[src/rtl/fetch_ctrl_pkg.sv]
// Shared types and constants for the IF-stage fetch controller.
package fetch_ctrl_pkg;

  // Width of the fetch entry fields (PC and instruction word).
  localparam int FC_W = 32;

  // Sequential fetch advances by one instruction word.
  localparam int INSTR_BYTES = 4;

  // Default reset fetch address; the PC register must reset to the same value.
  localparam logic [31:0] RESET_PC_DEFAULT = 32'h0000_0060;

  // Controller states.
  //   START   : first cycle out of reset, no cache read yet
  //   FETCH   : cache read outstanding on pc_value
  //   HOLD    : response parked in the skid buffer, waiting for decode
  //   DISCARD : redirect seen mid-read; finish the old read and drop its data
  typedef enum logic [1:0] {
    START   = 2'd0,
    FETCH   = 2'd1,
    HOLD    = 2'd2,
    DISCARD = 2'd3
  } fc_state_e;

  // One fetched instruction with the PC it was read from.
  typedef struct packed {
    logic [FC_W-1:0] pc;
    logic [FC_W-1:0] instr;
  } fetch_entry_t;

endpackage

[src/rtl/fetch_ctrl_skid_buf.sv]
// if_skid_buf: IF/ID output slot plus a one-entry skid buffer.
// A push lands in the slot when the slot is free, otherwise in the buffer.
// A parked buffer entry moves into the slot as soon as the slot frees.
// flush invalidates both entries and wins over everything else.
module if_skid_buf
  import fetch_ctrl_pkg::*;
#(
  parameter logic [FC_W-1:0] RESET_PC = RESET_PC_DEFAULT
) (
  input  logic         clk,
  input  logic         rst,
  input  logic         flush,
  input  logic         in_valid,
  input  fetch_entry_t in_entry,
  output logic         out_valid,
  input  logic         out_ready,
  output fetch_entry_t out_entry,
  output logic         buf_valid,
  output logic         slot_free
);

  localparam fetch_entry_t RESET_ENTRY = '{pc: RESET_PC, instr: '0};

  logic         slot_vld_q, slot_vld_d;
  fetch_entry_t slot_q, slot_d;
  logic         buf_vld_q, buf_vld_d;
  fetch_entry_t buf_q, buf_d;

  // Slot can take new data if empty or being consumed this cycle.
  assign slot_free = !slot_vld_q || out_ready;

  assign out_valid = slot_vld_q;
  assign out_entry = slot_q;
  assign buf_valid = buf_vld_q;

  // Next-state for slot and buffer: flush > drain buffer > push > consume.
  always_comb begin
    slot_vld_d = slot_vld_q;
    slot_d     = slot_q;
    buf_vld_d  = buf_vld_q;
    buf_d      = buf_q;
    if (flush) begin
      slot_vld_d = 1'b0;
      buf_vld_d  = 1'b0;
    end else if (buf_vld_q) begin
      // The controller never pushes while the buffer is occupied.
      if (slot_free) begin
        slot_d     = buf_q;
        slot_vld_d = 1'b1;
        buf_vld_d  = 1'b0;
      end
    end else if (in_valid) begin
      if (slot_free) begin
        slot_d     = in_entry;
        slot_vld_d = 1'b1;
      end else begin
        buf_d     = in_entry;
        buf_vld_d = 1'b1;
      end
    end else if (out_ready) begin
      slot_vld_d = 1'b0;
    end
  end

  // Slot and buffer registers.
  always_ff @(posedge clk or posedge rst) begin
    if (rst) begin
      slot_vld_q <= 1'b0;
      slot_q     <= RESET_ENTRY;
      buf_vld_q  <= 1'b0;
      buf_q      <= RESET_ENTRY;
    end else begin
      slot_vld_q <= slot_vld_d;
      slot_q     <= slot_d;
      buf_vld_q  <= buf_vld_d;
      buf_q      <= buf_d;
    end
  end

endmodule

[src/rtl/fetch_ctrl.sv]
// fetch_ctrl: IF-stage sequencer. Chooses when/what the PC register loads,
// runs the I-cache read handshake and feeds decode through a skid slot.
// Redirects from EX take priority over cache responses, which take priority
// over slot release. A redirect during an outstanding read keeps the old
// address on the cache until it responds, then loads the newest target.
module fetch_ctrl
  import fetch_ctrl_pkg::*;
#(
  parameter int               WIDTH    = 32,
  parameter logic [WIDTH-1:0] RESET_PC = WIDTH'(RESET_PC_DEFAULT)
) (
  input  logic             clk,
  input  logic             rst,
  input  logic [WIDTH-1:0] pc_value,
  output logic             pc_load,
  output logic [WIDTH-1:0] pc_next,
  output logic             icache_read,
  output logic [WIDTH-1:0] icache_address,
  input  logic             icache_resp,
  input  logic [WIDTH-1:0] icache_rdata,
  input  logic             redirect_valid,
  input  logic [WIDTH-1:0] redirect_pc,
  output logic             if_valid,
  input  logic             if_ready,
  output logic [WIDTH-1:0] if_pc,
  output logic [WIDTH-1:0] if_instr
);

  localparam logic [WIDTH-1:0] PC_STEP = WIDTH'(INSTR_BYTES);

  fc_state_e        state_q, state_d;
  logic [WIDTH-1:0] pending_q, pending_d;

  logic             load_c;
  logic             read_c;
  logic [WIDTH-1:0] next_c;
  logic             flush_c;
  logic             push_c;
  logic [WIDTH-1:0] pc_inc;
  logic [WIDTH-1:0] redir_tgt;

  fetch_entry_t     push_entry;
  fetch_entry_t     slot_entry;
  logic             slot_free;
  logic             buf_valid;

  // Sequential successor wraps naturally at 2^WIDTH; targets are word aligned.
  assign pc_inc    = pc_value + PC_STEP;
  assign redir_tgt = {redirect_pc[WIDTH-1:2], 2'b00};

  // The cache reads whatever the PC register holds; the FSM only changes
  // it through pc_load, and only in a cycle where the read completes or
  // no read is outstanding.
  assign icache_address = pc_value;

  assign push_entry = '{pc: FC_W'(pc_value), instr: FC_W'(icache_rdata)};

  // Strobes are forced low while reset is asserted so nothing leaks out
  // before the state register has settled.
  assign pc_load     = load_c & ~rst;
  assign icache_read = read_c & ~rst;
  assign pc_next     = next_c;

  // Next-state, PC load and slot control.
  always_comb begin
    state_d   = state_q;
    pending_d = pending_q;
    load_c    = 1'b0;
    read_c    = 1'b0;
    next_c    = pc_inc;
    flush_c   = 1'b0;
    push_c    = 1'b0;
    case (state_q)
      START: begin
        state_d = FETCH;
        if (redirect_valid) begin
          flush_c = 1'b1;
          load_c  = 1'b1;
          next_c  = redir_tgt;
        end
      end
      FETCH: begin
        read_c = 1'b1;
        if (redirect_valid) begin
          flush_c = 1'b1;
          if (icache_resp) begin
            // Read finished this cycle: drop it and retarget immediately.
            load_c = 1'b1;
            next_c = redir_tgt;
          end else begin
            // Read still in flight: address must stay put until it answers.
            pending_d = redir_tgt;
            state_d   = DISCARD;
          end
        end else if (icache_resp) begin
          push_c = 1'b1;
          if (slot_free) begin
            load_c = 1'b1;
            next_c = pc_inc;
          end else begin
            // Data parked in the buffer; PC stays on it until it drains.
            state_d = HOLD;
          end
        end
      end
      HOLD: begin
        if (redirect_valid) begin
          flush_c = 1'b1;
          load_c  = 1'b1;
          next_c  = redir_tgt;
          state_d = FETCH;
        end else if (buf_valid && slot_free) begin
          load_c  = 1'b1;
          next_c  = pc_inc;
          state_d = FETCH;
        end
      end
      DISCARD: begin
        read_c = 1'b1;
        if (redirect_valid) begin
          flush_c   = 1'b1;
          pending_d = redir_tgt;
        end
        if (icache_resp) begin
          // Newest target wins: a redirect in this very cycle beats pending.
          load_c  = 1'b1;
          next_c  = redirect_valid ? redir_tgt : pending_q;
          state_d = FETCH;
        end
      end
      default: begin
        state_d = START;
      end
    endcase
  end

  // State and pending-redirect registers.
  always_ff @(posedge clk or posedge rst) begin
    if (rst) begin
      state_q   <= START;
      pending_q <= '0;
    end else begin
      state_q   <= state_d;
      pending_q <= pending_d;
    end
  end

  if_skid_buf #(
    .RESET_PC (FC_W'(RESET_PC))
  ) u_skid (
    .clk       (clk),
    .rst       (rst),
    .flush     (flush_c),
    .in_valid  (push_c),
    .in_entry  (push_entry),
    .out_valid (if_valid),
    .out_ready (if_ready),
    .out_entry (slot_entry),
    .buf_valid (buf_valid),
    .slot_free (slot_free)
  );

  assign if_pc    = WIDTH'(slot_entry.pc);
  assign if_instr = WIDTH'(slot_entry.instr);

endmodule

[config.mk]
export PLATFORM = sky130hd
export DESIGN_NAME = fetch_ctrl
export DESIGN_NICKNAME = d
export VERILOG_FILES = /design/src/rtl/fetch_ctrl_pkg.sv /design/src/rtl/fetch_ctrl_skid_buf.sv /design/src/rtl/fetch_ctrl.sv
export SDC_FILE = /design/constraint.sdc
export NUM_CORES = 1
export LEC_CHECK = 0
export ABC_AREA = 1
export BUFFER_PORTS_ARGS = -buffer_cell sky130_fd_sc_hd__buf_2
export CAP_MARGIN = 30
export CORE_MARGIN = 5
export CORE_UTILIZATION = 59
export DETAILED_ROUTE_END_ITERATION = 7
export PLACE_DENSITY = 0.87
export SLEW_MARGIN = 20
export SYNTH_ARGS = -nofsm -noshare
export SYNTH_HDL_FRONTEND = slang
export SYNTH_HIERARCHICAL = 1
export SYNTH_SLANG_ARGS = --single-unit
[constraint.sdc]
create_clock -name clk -period 9.45 [get_ports clk]
set_clock_uncertainty 0.1 [all_clocks]
set_input_delay 1.89 -clock clk [delete_from_list [all_inputs] [get_ports clk]]
set_output_delay 1.89 -clock clk [all_outputs]
set_load 0.005 [all_outputs]
## Word level (Yosys, flattened, before mapping)

Cells that the tools add are included.

- Output and inout bits: 131
- Memories kept: 0
- Bits in writable memories: 0
- Latch bits: 0
- Bits in read-only memories: 0
- Register bits: 164

- Add/subtract/negate cells: 1
- Multiplexer cells: 42
- $lt $le $gt $ge: 0
- Div/mod/pow operators: 0
- Shift operators: 0
- Equal/unequal tests: 10
- Reductions and logical operators: 14
- Multipliers: 0
- Bitwise gates (word level): 6

Operators with widths:

| cell | number |
|---|---|
| $mux 64 | 4 |
| $mux 32 | 7 |
| $pmux 32 s3 | 1 |
| $pmux 32 s2 | 1 |
| $add 32x3->32 const B | 1 |
| $mux 1 | 20 |
| $mux 2 | 7 |
| $ne 3x3->1 const B | 4 |
| $pmux 2 s4 | 1 |
| $ne 2x2->1 const B | 3 |
| $reduce_and 3->1 | 2 |
| $reduce_and 5->1 | 1 |
| $eq 2x2->1 const B | 2 |
| $not 1->1 | 4 |
| $pmux 1 s4 | 1 |
| $reduce_and 4->1 | 1 |
| $reduce_bool 2->1 | 2 |
| $reduce_bool 4->1 | 1 |
| $reduce_or 2->1 | 2 |
| $reduce_or 4->1 | 1 |
| $and 1x1->1 | 2 |
| $eq 2x1->1 const B | 1 |
| $logic_not 2->1 | 1 |
| $logic_and 1x1->1 | 1 |
| other kinds (2) | 2 |

## Longest topological paths before layout

Gate-level depths: netlist of run 1.

- Depth in word-level cells: 7
- Gate-level depth with buffers: 11
- Gate-level depth less buffers: 10

## Cells and area by module

Netlist of run 1, hierarchy kept.

By module, submodules not included:

| module | area an instance (µm²) | times used | seq. area each (µm²) | cells each |
|---|---|---|---|---|
| if_skid_buf | 5909.4 | 1 | 3258.1 | 775 |
| fetch_ctrl | 3646.0 | 1 | 850.8 | 584 |

## Worst setup path after synthesis of run 1

OpenSTA, ideal clock, no wires.

- Path type: input-to-output
- From: input pc_value[2]
- To: output pc_next[20]
- Arrival time: 2872 ps
- Required time: 7460 ps
- Setup slack: 4588 ps
- Stages: 8
- Cell sequence: ha_1 > nand3_1 > nor2_2 > nand2_1 > nor2_1 > xor2_1 > nand2_1 > nand3_1

- Word-level cells in the longest chain between the ends: 4
- Elaborated cells between the ends (all ways): 6
- Those cells by class: add/sub: 1; mux: 5

Ends and longest elaborated chain:

| item | RTL line | source |
|---|---|---|
| start, declared | fetch_ctrl.sv:14 | `input logic [WIDTH-1:0] pc_value,` |
| $add 32x3->32 * | fetch_ctrl.sv:48 | `assign pc_inc = pc_value + PC_STEP;` |
| $mux 32 | fetch_ctrl.sv:86 | `if (icache_resp) begin` |
| $mux 32 | fetch_ctrl.sv:84 | `if (redirect_valid) begin` |
| $pmux 32 s3 * | fetch_ctrl.sv:73 | `case (state_q)` |
| end, declared | fetch_ctrl.sv:16 | `output logic [WIDTH-1:0] pc_next,` |

Mark *: on every way between the ends. The rest lies on a longest branch, timed or not.

## Final worst setup path of run 1

- From: input redirect_valid
- To: output pc_next[10]

- Word-level cells in the longest chain between the ends: 3
- Elaborated cells between the ends (all ways): 5
- Those cells by class: mux: 5

Ends and longest elaborated chain:

| item | RTL line | source |
|---|---|---|
| start, declared | fetch_ctrl.sv:21 | `input logic redirect_valid,` |
| $mux 32 | n/a |  |
| $mux 32 | fetch_ctrl.sv:124 | `if (icache_resp) begin` |
| $pmux 32 s3 * | fetch_ctrl.sv:73 |  |

Marks and branches as above.

==> impl_results.md, run 1 <==
* Top-count cell post-synth: nand2_1
* TNS Setup at 0 ns
* Syn_area_per_cell at 7.03 µm²
* CP Max Fanout at 41
* GRT overflow at 0
* Row count at 46
* Max-slew headroom at between 40% and 50%
* PwrDens at 260 nW/µm²
* Worst setup path end: pc_next[10]
* RSZ-0062 raised after global routing: no
* Final net count at 1,615
* Synth async-reset ratio at 100%
* Register bit total from synthesis at 164
* Top cells by area, synth: dfrtp_1 42%, nand2_1 24%, nand3_1 8.6%, inv_1 3.5%, buf_2 2.8%
* Max Clock Freq at 161 MHz
* CTS Buf Count at 17
* Crit path launch type: input port
* Die Ht at 137 µm
* Synth top cells by count: 601 x nand2_1, 165 x nand3_1, 160 x dfrtp_1
* DRC Markers at 0
* Final hold viol count at 0
* Worst slew pin tran at 0.891 ns
* Crit end category: output port
* Critical Path RT at 7.46 ns
* Final setup fails at 0
* Clock Pin Slew Worst Setup and Hold Paths at approximately 0.070 ns
* Detailed Route Iter0 Violations at between 1,000 and 1,500
* Global-route wire length before repair at roughly 46,000 µm
* Synthesized net count at 1,461
* CTS tree: done
* Core box area at 15,900 µm²
* Synth top area share at 41.9%
* H-tree levels at 4
* Routed WL at slightly below 30,000 µm
* Crit share post-route at 65.7%
* Initial Utilization at around three fifths
* Crit path from: redirect_valid
* Hold_buf cts at 0
* Largest net degree at the start of global routing at between 70 and 80
* Area Overhead vs Synth at 15.9%
* Total power at 0.00288 W
* Reg-to-reg slack, setup at 6.67 ns
* Clock Root Buffer: clkbuf_16
* Io pins at 232
* Clock period minus worst slack at between 6 and 7 ns
* Worst Path Arrival at 4.22 ns
* Antenna-violating nets left at 0
* Status: completed
* Buffer count from post-CTS setup fixing at 0
* Post-CTS resize count at 0
* Sequential share of the synthesized area at 43.0%
* Via Count at 9,850
* Critical R2R Launch: state_q[0]
* Reg2reg path depth at 9
* Mapped Cells at around 1,400
* Ys flop type: dfrtp_1
* Yosys cell types at 44
* R2R Path End: u_skid/out_entry[33]
* Share of layout cells above drive strength 1 at approximately 20%
* Yosys warnings at 6
* Initial antenna violation count at 2
* Die W at 137 µm
* Number of synthesized flops with an enable pin at 0
* Number of iterations in the first detailed-routing pass at 6
* Via density at around 5.7
* DPL Wire Length at 19,400 µm
* LEAKAGE at slightly above 6 nW
* Longest Clk Path Bufs at 2
* Worst hold path type: register to register
* Mapped cell area at 9560 µm²
* GPL Wtd Cong at 0.912
* Clock sinks at 164
* Max-slew violations at 0
* DR WL/cell at 16.7 µm
* All-layer global routing usage at 30.7%
* WS Path Type: input port to output port
* Maximum vdd drop at 0.144 mV
* Synth area leader: dfrtp_1
* Max Cap Viol at 0
* Die area at 18,800 µm²
* Vias in the first global route at between 9,000 and 10,000
* Port Buf Inserts at between 200 and 250
* Clock Latency Late Sink at 0.44 ns
* Fin Hold WS at roughly 0.36 ns
## report_power, final
| group | switching [W] | total (W) | internal, W |
|---|---|---|---|
| Sequential | 0.000134 | 0.00109 | 0.000959 |
| Clock | 0.000309 | 0.000721 | 0.000412 |
| Combinational | 0.000656 | 0.00106 | 0.000408 |
| Total | 0.00110 | 0.00288 | 0.00178 |
## through the flow
stage	instances	utilization (%)	worst slack (ns)	cell area [µm²]
6_report	1743	69.7	3.24	11100
3_5_place_dp	1710	65.9	3.29	10500
4_1_cts	1742	69.7	3.29	11100
5_1_grt	1743	69.7	3.07	11100
2_1_floorplan	1359	-	4.00	9560
3_3_place_gp	1709	65.7	3.39	10400
## final cells by class
class / instances / area (µm²)
multi-input cells: 995 / 4480
well taps: 216 / 270
diodes: 1 / 2.50
repair buffers: 239 / 1230
inverters: 96 / 368
flip-flops and latches: 164 / 4110
fillers: 1308 / 4810
clock buffers: 19 / 453
clock inverters: 13 / 160
## layer usage
metal / up-vias / global-route usage (%) / wire (µm)
li1: 4648 / - / -
met1: 4567 / 41.1 / 11600
met2: 556 / 49.5 / 13800
met3: 77 / 6.54 / 2950
met4: 2 / 11.0 / 808
met5: - / 0 / 7
## layout by cell type (no fill, tap or decap), types with 3 or more instances in the layout
cell type  Yosys  routed
o311ai_0       3       3
or2_2          3       3
xor2_1         4       4
clkbuf_16      0      17
o21bai_1       5       5
nor2_4         3       6
o21ai_1        7       7
nand4_1        4       4
dfstp_2        4       4
a22oi_1        6       6
clkinv_4       0       4
dfrtp_1      160     159
o221ai_1      20      20
o21ai_0       27      27
nor2_2         5       3
buf_2         54     229
nand2_1      601     601
inv_6          0       5
nand3_2        1       3
nand2_2        6       6
a21oi_1       25      25
nor2_1        60      59
nor3_1         5       5
o211ai_1      15      15
inv_2          4       5
inv_1         90      88
nand3_1      165     163
o22ai_1        9       9
buf_4         34       9
xnor2_1        4       4
## cell families (layout without fill, tap and decap cells)
| family | Yosys count | after routing | synth area share [%] |
|---|---|---|---|
| compound gates | 129 | 129 | 8.86 |
| xor+xnor | 8 | 8 | 0.733 |
| fa+ha+maj | 1 | 1 | 0.131 |
| flops | 164 | 164 | 43.0 |
| buf+inv | 200 | 367 | 10.4 |
| other cells | 0 | 1 | 0 |
| simple gates | 857 | 857 | 36.9 |
## state kept, by name, summed over array words and instances, names as in the netlist
signal            count
u_skid/out_valid      1
u_skid/buf_q         64
u_skid/out_entry     64
pending_q            32
u_skid/buf_valid      1
state_q               2
## worst min path at each step
stage | from | end | slack [ns] | cells after the start
floorplan | u_skid/buf_q[39] | u_skid/buf_q[39] | 0.34 | 2
global placement | u_skid/buf_q[37] | u_skid/buf_q[37] | 0.35 | 2
detailed placement | u_skid/buf_q[37] | u_skid/buf_q[37] | 0.35 | 2
CTS | u_skid/buf_q[37] | u_skid/buf_q[37] | 0.36 | 2
global route | u_skid/buf_q[27] | u_skid/buf_q[27] | 0.39 | 2
finish | u_skid/buf_q[37] | u_skid/buf_q[37] | 0.36 | 2
## critical path, stage by stage
cell and delay, ns:
buf_2 0.67, inv_1 0.67, o21ai_0 0.41, o22ai_1 0.10, or2_2 0.33, buf_2 0.13
Note: power is estimated with default switching activity, not from simulation.
==> run 2, diff against run 1 <==
--- a/config.mk
+++ b/config.mk
@@ -9,9 +9,9 @@
 export BUFFER_PORTS_ARGS = -buffer_cell sky130_fd_sc_hd__buf_2
 export CAP_MARGIN = 30
 export CORE_MARGIN = 5
-export CORE_UTILIZATION = 59
+export CORE_UTILIZATION = 49
 export DETAILED_ROUTE_END_ITERATION = 7
-export PLACE_DENSITY = 0.87
+export PLACE_DENSITY = 0.77
 export SLEW_MARGIN = 20
 export SYNTH_ARGS = -nofsm -noshare
 export SYNTH_HDL_FRONTEND = slang
==> constraint.sdc (replaced) <==
create_clock -name clk -period 5.6 [get_ports clk]
set_clock_uncertainty 0.1 [all_clocks]
set_input_delay 1.12 -clock clk [delete_from_list [all_inputs] [get_ports clk]]
set_output_delay 1.12 -clock clk [all_outputs]
set_load 0.005 [all_outputs]
==> impl_results.md, run 2 (synthesized netlist as in run 1, its figures left out) <==
* Placement Setup Slack at 1.45 ns (-1.84 ns)
* Initial antenna violation count at 1 (-1)
* CTS tree: done
* DR WL met2 at 13,600 µm (-1.1%)
* All-layer global routing usage at 26.5% (-4.2 points)
* Row count at 51 (+11%)
* Critical R2R Launch: u_skid/buf_valid
* Placed cell count at 1,763 (+3.1%)
* DRC Markers at 0 (unchanged)
* Number of iterations in the first detailed-routing pass at 5 (-1)
* DR WL/cell at 16.4 µm (-2.0%)
* Area Overhead vs Synth at 17.2%
* Initial Utilization at 49.4% (-11 points)
* Max Cap Viol at 0 (unchanged)
* Vias in the first global route at 9,283 (+0.67%)
* Hold Crit Start: u_skid/out_entry[38]
* RSZ-0062 raised after global routing: no
* Crit share post-route at between 70% and 80%
* Max Clock Freq at 238 MHz
* LEAKAGE at 6.25 nW (+0.42%)
* Global-route wire length before repair at 47,400 µm (+3.9%)
* Detailed Route Iter0 Violations at 802 (-33%)
* WS Path Type: input port to output port
* Buffer count from post-CTS setup fixing at 0 (unchanged)
* Commonest non-fill, non-tap cell in the layout: nand2_1
* Via Count at 9,638 (-2.2%)
* Worst slew pin tran at 0.926 ns (+0.0348 ns)
* Clock Latency Late Sink at 0.43 ns (about the same)
* Met3 wire length at 2790 µm (-5.5%)
* Longest Clk Path Bufs at 2 (unchanged)
* Die W at 150 µm (+9.0%)
* CP Max Fanout at 20 (-51%)
* Metal-1 WL at 12,300 µm (+6.4%)
* Core Util, Final at 57.9% (-12 points)
* Clock Pin Slew Worst Setup and Hold Paths at 0.07 ns (about the same)
* Max-slew headroom at 38.2% (-2.4 points)
* Multi-input logic area at 4480 µm² (unchanged)
* Share of layout cells above drive strength 1 at 20.3% (+0.26 points)
* Final setup fails at 0 (unchanged)
* Fill cells at 1,818 (+39%)
* Antenna-violating nets left at 0 (unchanged)
* Clock Root Buffer: clkbuf_16
* Cell area after layout at 11,200 µm² (+1.1%)
* Core box area at 19,300 µm² (+22%)
* CTS Buf Count at 17 (unchanged)
* H-tree levels at 4 (unchanged)
* DPL Wire Length at 20,000 µm (+2.9%)
* Post-CTS resize count at 0 (unchanged)
* Largest net degree at the start of global routing at 83 (+9.2%)
* Die area at 22,400 µm² (+19%)
* Crit path launch type: input port
* GPL Wtd Cong at 0.927 (+1.6%)
* Clock sinks at 164 (unchanged)
* Uppermost layer routed: met4
* Max-slew violations at 0 (unchanged)
* Worst hold path type: register to register
* Worst setup margin at 1.39 ns (-1.85 ns)
* Hold_buf cts at 0 (unchanged)
* Clock period minus worst slack at 4.21 ns
* Maximum vdd drop at 0.213 mV (+48%)
* GRT overflow at 0 (unchanged)
* Reg-to-reg slack, setup at 2.78 ns (-3.89 ns)
* Port Buf Inserts at 229 (unchanged)
* Io pins at 232 (unchanged)
* PwrDens at 433 nW/µm² (+67%)
* Status: completed
* Crit path from: redirect_valid
* Final hold viol count at 0 (unchanged)
* Via density at 5.36 (-5.1%)
* Worst Path Arrival at 2.99 ns (-1.23 ns)
* Routed WL at 29,400 µm (+1.1%)
* Area occupied by registers at 4110 µm² (unchanged)
* TNS Setup at 0 ns (unchanged)
* Post-Place Cell Area at 10,600 µm² (+0.95%)
* Crit end category: output port
* Final net count at 1,620 (+0.31%)
* Most frequent cells in the layout: 601 x nand2_1, 229 x buf_2, 163 x nand3_1
* Critical Path RT at 4.38 ns (-3.08 ns)
* Final std cells w/o fill at 1,798 (+3.2%)
* Die Ht at 150 µm (+9.0%)
==> run 2: per-layer routing <==
metal / global-route usage, % / vias to the layer above
met5: 0 / -
met4: 9.57 / 0
met3: 6.00 / 60
met2: 41.6 / 494
met1: 36.2 / 4441
li1: - / 4643
==> run 2: layout make-up <==
class / count / share of cell area, %
inverter: 96 / 3.28
clock inverter: 15 / 1.60
antenna: 2 / 0.0447
clock buffer: 17 / 3.80
sequential: 164 / 36.7
timing repair buffer: 244 / 11.6
tap: 265 / 2.96
multi-input combinational: 995 / 40.0
==> run 2: path summary, 6_finish.rpt <==
check / depth (start not counted) / endpoint
worst max register to register: 8 / u_skid/out_entry[23]
worst min-delay path: 2 / u_skid/out_entry[38]
worst max-delay path: 9 / pc_next[7]
worst min register to register: 2 / u_skid/out_entry[38]
min in group asynchronous: 2 / pending_q[26]
max in group asynchronous: 3 / u_skid/out_entry[23]
==> run 2: stage by stage <==
stage / hold WS, ns / power, W
after global placement: 0.352 / 0.00360
final: 0.365 / 0.00485
after global routing: 0.381 / 0.00519
after floorplan: 0.342 / 0.00294
after detailed placement: 0.353 / 0.00365
after CTS: 0.364 / 0.00486
==> run 2: worst max-delay path, cell delays in order <==
cell and delay [ns]:
buf_2 0.36, nand2_2 0.18, nand2_2 0.18, nand3_2 0.39, inv_2 0.30, nor2_1 0.06, nand2_1 0.09, o221ai_1 0.13
buf_2 0.15
==> run 2: power by group <==
| part | internal (W) | switching (W) |
|---|---|---|
| sequential | 0.00162 | 0.000217 |
| clock | 0.000640 | 0.000558 |
| combinational | 0.000699 | 0.00112 |
| total | 0.00296 | 0.00189 |
==> run 3, diff against run 2 <==
--- a/config.mk
+++ b/config.mk
@@ -9,9 +9,9 @@
 export BUFFER_PORTS_ARGS = -buffer_cell sky130_fd_sc_hd__buf_2
 export CAP_MARGIN = 30
 export CORE_MARGIN = 5
-export CORE_UTILIZATION = 49
+export CORE_UTILIZATION = 54
 export DETAILED_ROUTE_END_ITERATION = 7
-export PLACE_DENSITY = 0.77
+export PLACE_DENSITY = 0.81
 export SLEW_MARGIN = 20
 export SYNTH_ARGS = -nofsm -noshare
 export SYNTH_HDL_FRONTEND = slang
==> constraint.sdc (replaced) <==
create_clock -name clk -period 3.9 [get_ports clk]
set_clock_uncertainty 0.1 [all_clocks]
set_input_delay 0.78 -clock clk [delete_from_list [all_inputs] [get_ports clk]]
set_output_delay 0.78 -clock clk [all_outputs]
set_load 0.005 [all_outputs]
==> impl_results.md, run 3 (synthesized netlist as in run 1, its figures left out) <==
* Clock Root Buffer: clkbuf_16
* CP Max Fanout at 14 (-30%)
* TNS Setup at 0 ns (unchanged)
* Combinational Power Share at 37.4% (about the same)
* Hold_buf cts at 0 (unchanged)
* Initial Utilization at 55.1% (+5.6 points)
* Cells along the critical path: nand2_2 -> nor2_1 -> inv_2 -> nand3_2 -> buf_4 -> o21ai_0 -> o21bai_1 -> buf_2
* Worst path max stage delay at 0.62 ns (+0.23 ns)
* DR WL/cell at 16.5 µm (+0.96%)
* Sw Ratio at 37.4% (-1.6 points)
* Via Count at 9,627 (-0.11%)
* Share of power burned in registers at 37.7% (about the same)
* Core box area at 17,400 µm² (-10%)
* CTS Buf Count at 17 (unchanged)
* Status: completed
* Final setup fails at 0 (unchanged)
* Area occupied by registers at 4110 µm² (unchanged)
* Crit path launch type: register
* Die Ht at 143 µm (-4.4%)
* Critical Path RT at 3.02 ns (-1.36 ns)
* RSZ-0062 raised after global routing: no
* Max Cap Viol at 0 (unchanged)
* Most frequent cells in the layout: 601 x nand2_1, 229 x buf_2, 163 x nand3_1
* Crit path from: state_q[0]
* Maximum vdd drop at 0.339 mV (+59%)
* H-tree levels at 4 (unchanged)
* Area Overhead vs Synth at 17.2% (about the same)
* All-layer global routing usage at 28.4% (+1.9 points)
* Number of iterations in the first detailed-routing pass at 5 (unchanged)
* Commonest non-fill, non-tap cell in the layout: nand2_1
* Worst Path Arrival at 2.56 ns (-0.43 ns)
* Worst slew pin tran at 0.777 ns (-0.149 ns)
* Die area at 20,500 µm² (-8.7%)
* Buffer count from post-CTS setup fixing at 0 (unchanged)
* Fin Hold WS at 0.305 ns (-0.0597 ns)
* Fill cells at 1,534 (-16%)
* Clock sinks at 164 (unchanged)
* Antenna-violating nets left at 0 (unchanged)
* Clock Latency Late Sink at 0.42 ns (about the same)
* CTS tree: done
* Clock Pin Slew Worst Setup and Hold Paths at 0.07 ns (about the same)
* Post-CTS resize count at 0 (unchanged)
* Initial antenna violation count at 3 (+2)
* DRC Markers at 0 (unchanged)
* Max Clock Freq at between 200 and 300 MHz
* Max-slew headroom at 48.2% (+10 points)
* Multi-input logic area at 4480 µm² (unchanged)
* PwrDens at 627 nW/µm² (+45%)
* Final net count at 1,626 (+0.37%)
* Row count at 48 (-5.9%)
* Die W at 143 µm (-4.4%)
* Placement Setup Slack at 0.631 ns (-0.823 ns)
* Largest net degree at the start of global routing at 66 (-20%)
* Routed WL at 29,100 µm (-1.0%)
* Share of layout cells above drive strength 1 at 20.5% (+0.14 points)
* Io pins at 232 (unchanged)
* DPL Wire Length at 19,800 µm (-0.72%)
* GRT overflow at 0 (unchanged)
* Slowest cell on crit path: dfrtp_1
* Detailed Route Iter0 Violations at 890 (+11%)
* Internal power at 0.00440 W (+49%)
* GPL Wtd Cong at 0.955 (+3.1%)
* Critical R2R Launch: state_q[0]
* Core Util, Final at 64.5% (+6.6 points)
* Vias in the first global route at 9,193 (-0.97%)
* Worst setup margin at 0.457 ns (-0.936 ns)
* Global-route wire length before repair at 46,800 µm (-1.3%)
* Crit share post-route at between 80 and 90%
* Worst hold path type: input port to asynchronous set/reset pin
* Longest Clk Path Bufs at 2 (unchanged)
* Final hold viol count at 0 (unchanged)
* Clock power frac at 24.9% (+0.2 points)
* Port Buf Inserts at 229 (unchanged)
* Crit end category: output port
* Via density at 5.46 (+1.9%)
* NetSw at 0.00263 W (+39%)
* LEAKAGE at 6.28 nW (+0.36%)
* Clock period minus worst slack at 3.44 ns
* Max-slew violations at 0 (unchanged)
* WS Path Type: register to output port
run 3: cell types whose count changed in the layout (fill, tap and decap cells not counted), sizes merged:
cell,previous run,this run
clkinvlp,1,3
inv,103,96
clkinv,6,4
buf,244,250
clkbuf,17,20
diode,2,3
bufinv,1,3
run 3: per-stage QoR:
stage | instances | total power, W | instance area, µm²
after floorplan | 1359 | 0.00422 | 9560
after global placement | 1729 | 0.00518 | 10600
after detailed placement | 1730 | 0.00527 | 10600
after CTS | 1760 | 0.00703 | 11200
after global routing | 1761 | 0.00750 | 11200
final | 1763 | 0.00703 | 11200
run 3: critical path: cells and delay by family, from the launching register on:
family,cells,cell delay [ns]
buf+inv,3,0.45
flops,1,0.62
simple gates,3,0.79
compound gates,2,0.28
run 3: path summary, 6_finish.rpt:
check / slack [ns] / depth (start not counted) / to
worst max-delay path: 0.46 / 8 / pc_next[15]
worst min-delay path: 0.30 / 2 / pending_q[25]
worst max register to register: 1.40 / 10 / u_skid/buf_q[21]
worst min register to register: 0.36 / 2 / u_skid/buf_q[38]
max in group asynchronous: 2.66 / 3 / u_skid/out_entry[5]
min in group clk: 0.36 / 2 / u_skid/buf_q[38]
run 3: layout make-up:
type	instances	area share (%)
Clock inverter	10	1.33
Sequential cell	164	36.7
Timing Repair Buffer	250	12.0
Antenna cell	3	0.0670
Inverter	96	3.27
Tap cell	225	2.51
Multi-Input combinational cell	995	40.0
Clock buffer	20	4.08
run 3: layer usage:
metal  up-vias  global-route usage, %  share of wire [%]
met4         4                   8.50                1.8
met5         -                      0              0.093
met2       472                   45.5                 47
li1       4662                      -                  -
met1      4440                   39.5                 41
met3        49                   5.32                9.7
run 3: power groups by stage:
| stage | Clock [W] | Sequential, W | Combinational [W] |
|---|---|---|---|
| finish | 0.00175 | 0.00265 | 0.00263 |
| global route | 0.00183 | 0.00272 | 0.00295 |
| CTS | 0.00177 | 0.00264 | 0.00262 |
| detailed placement | 0 | 0.00267 | 0.00260 |
| global placement | 0 | 0.00265 | 0.00254 |
| floorplan | 0 | 0.00264 | 0.00158 |
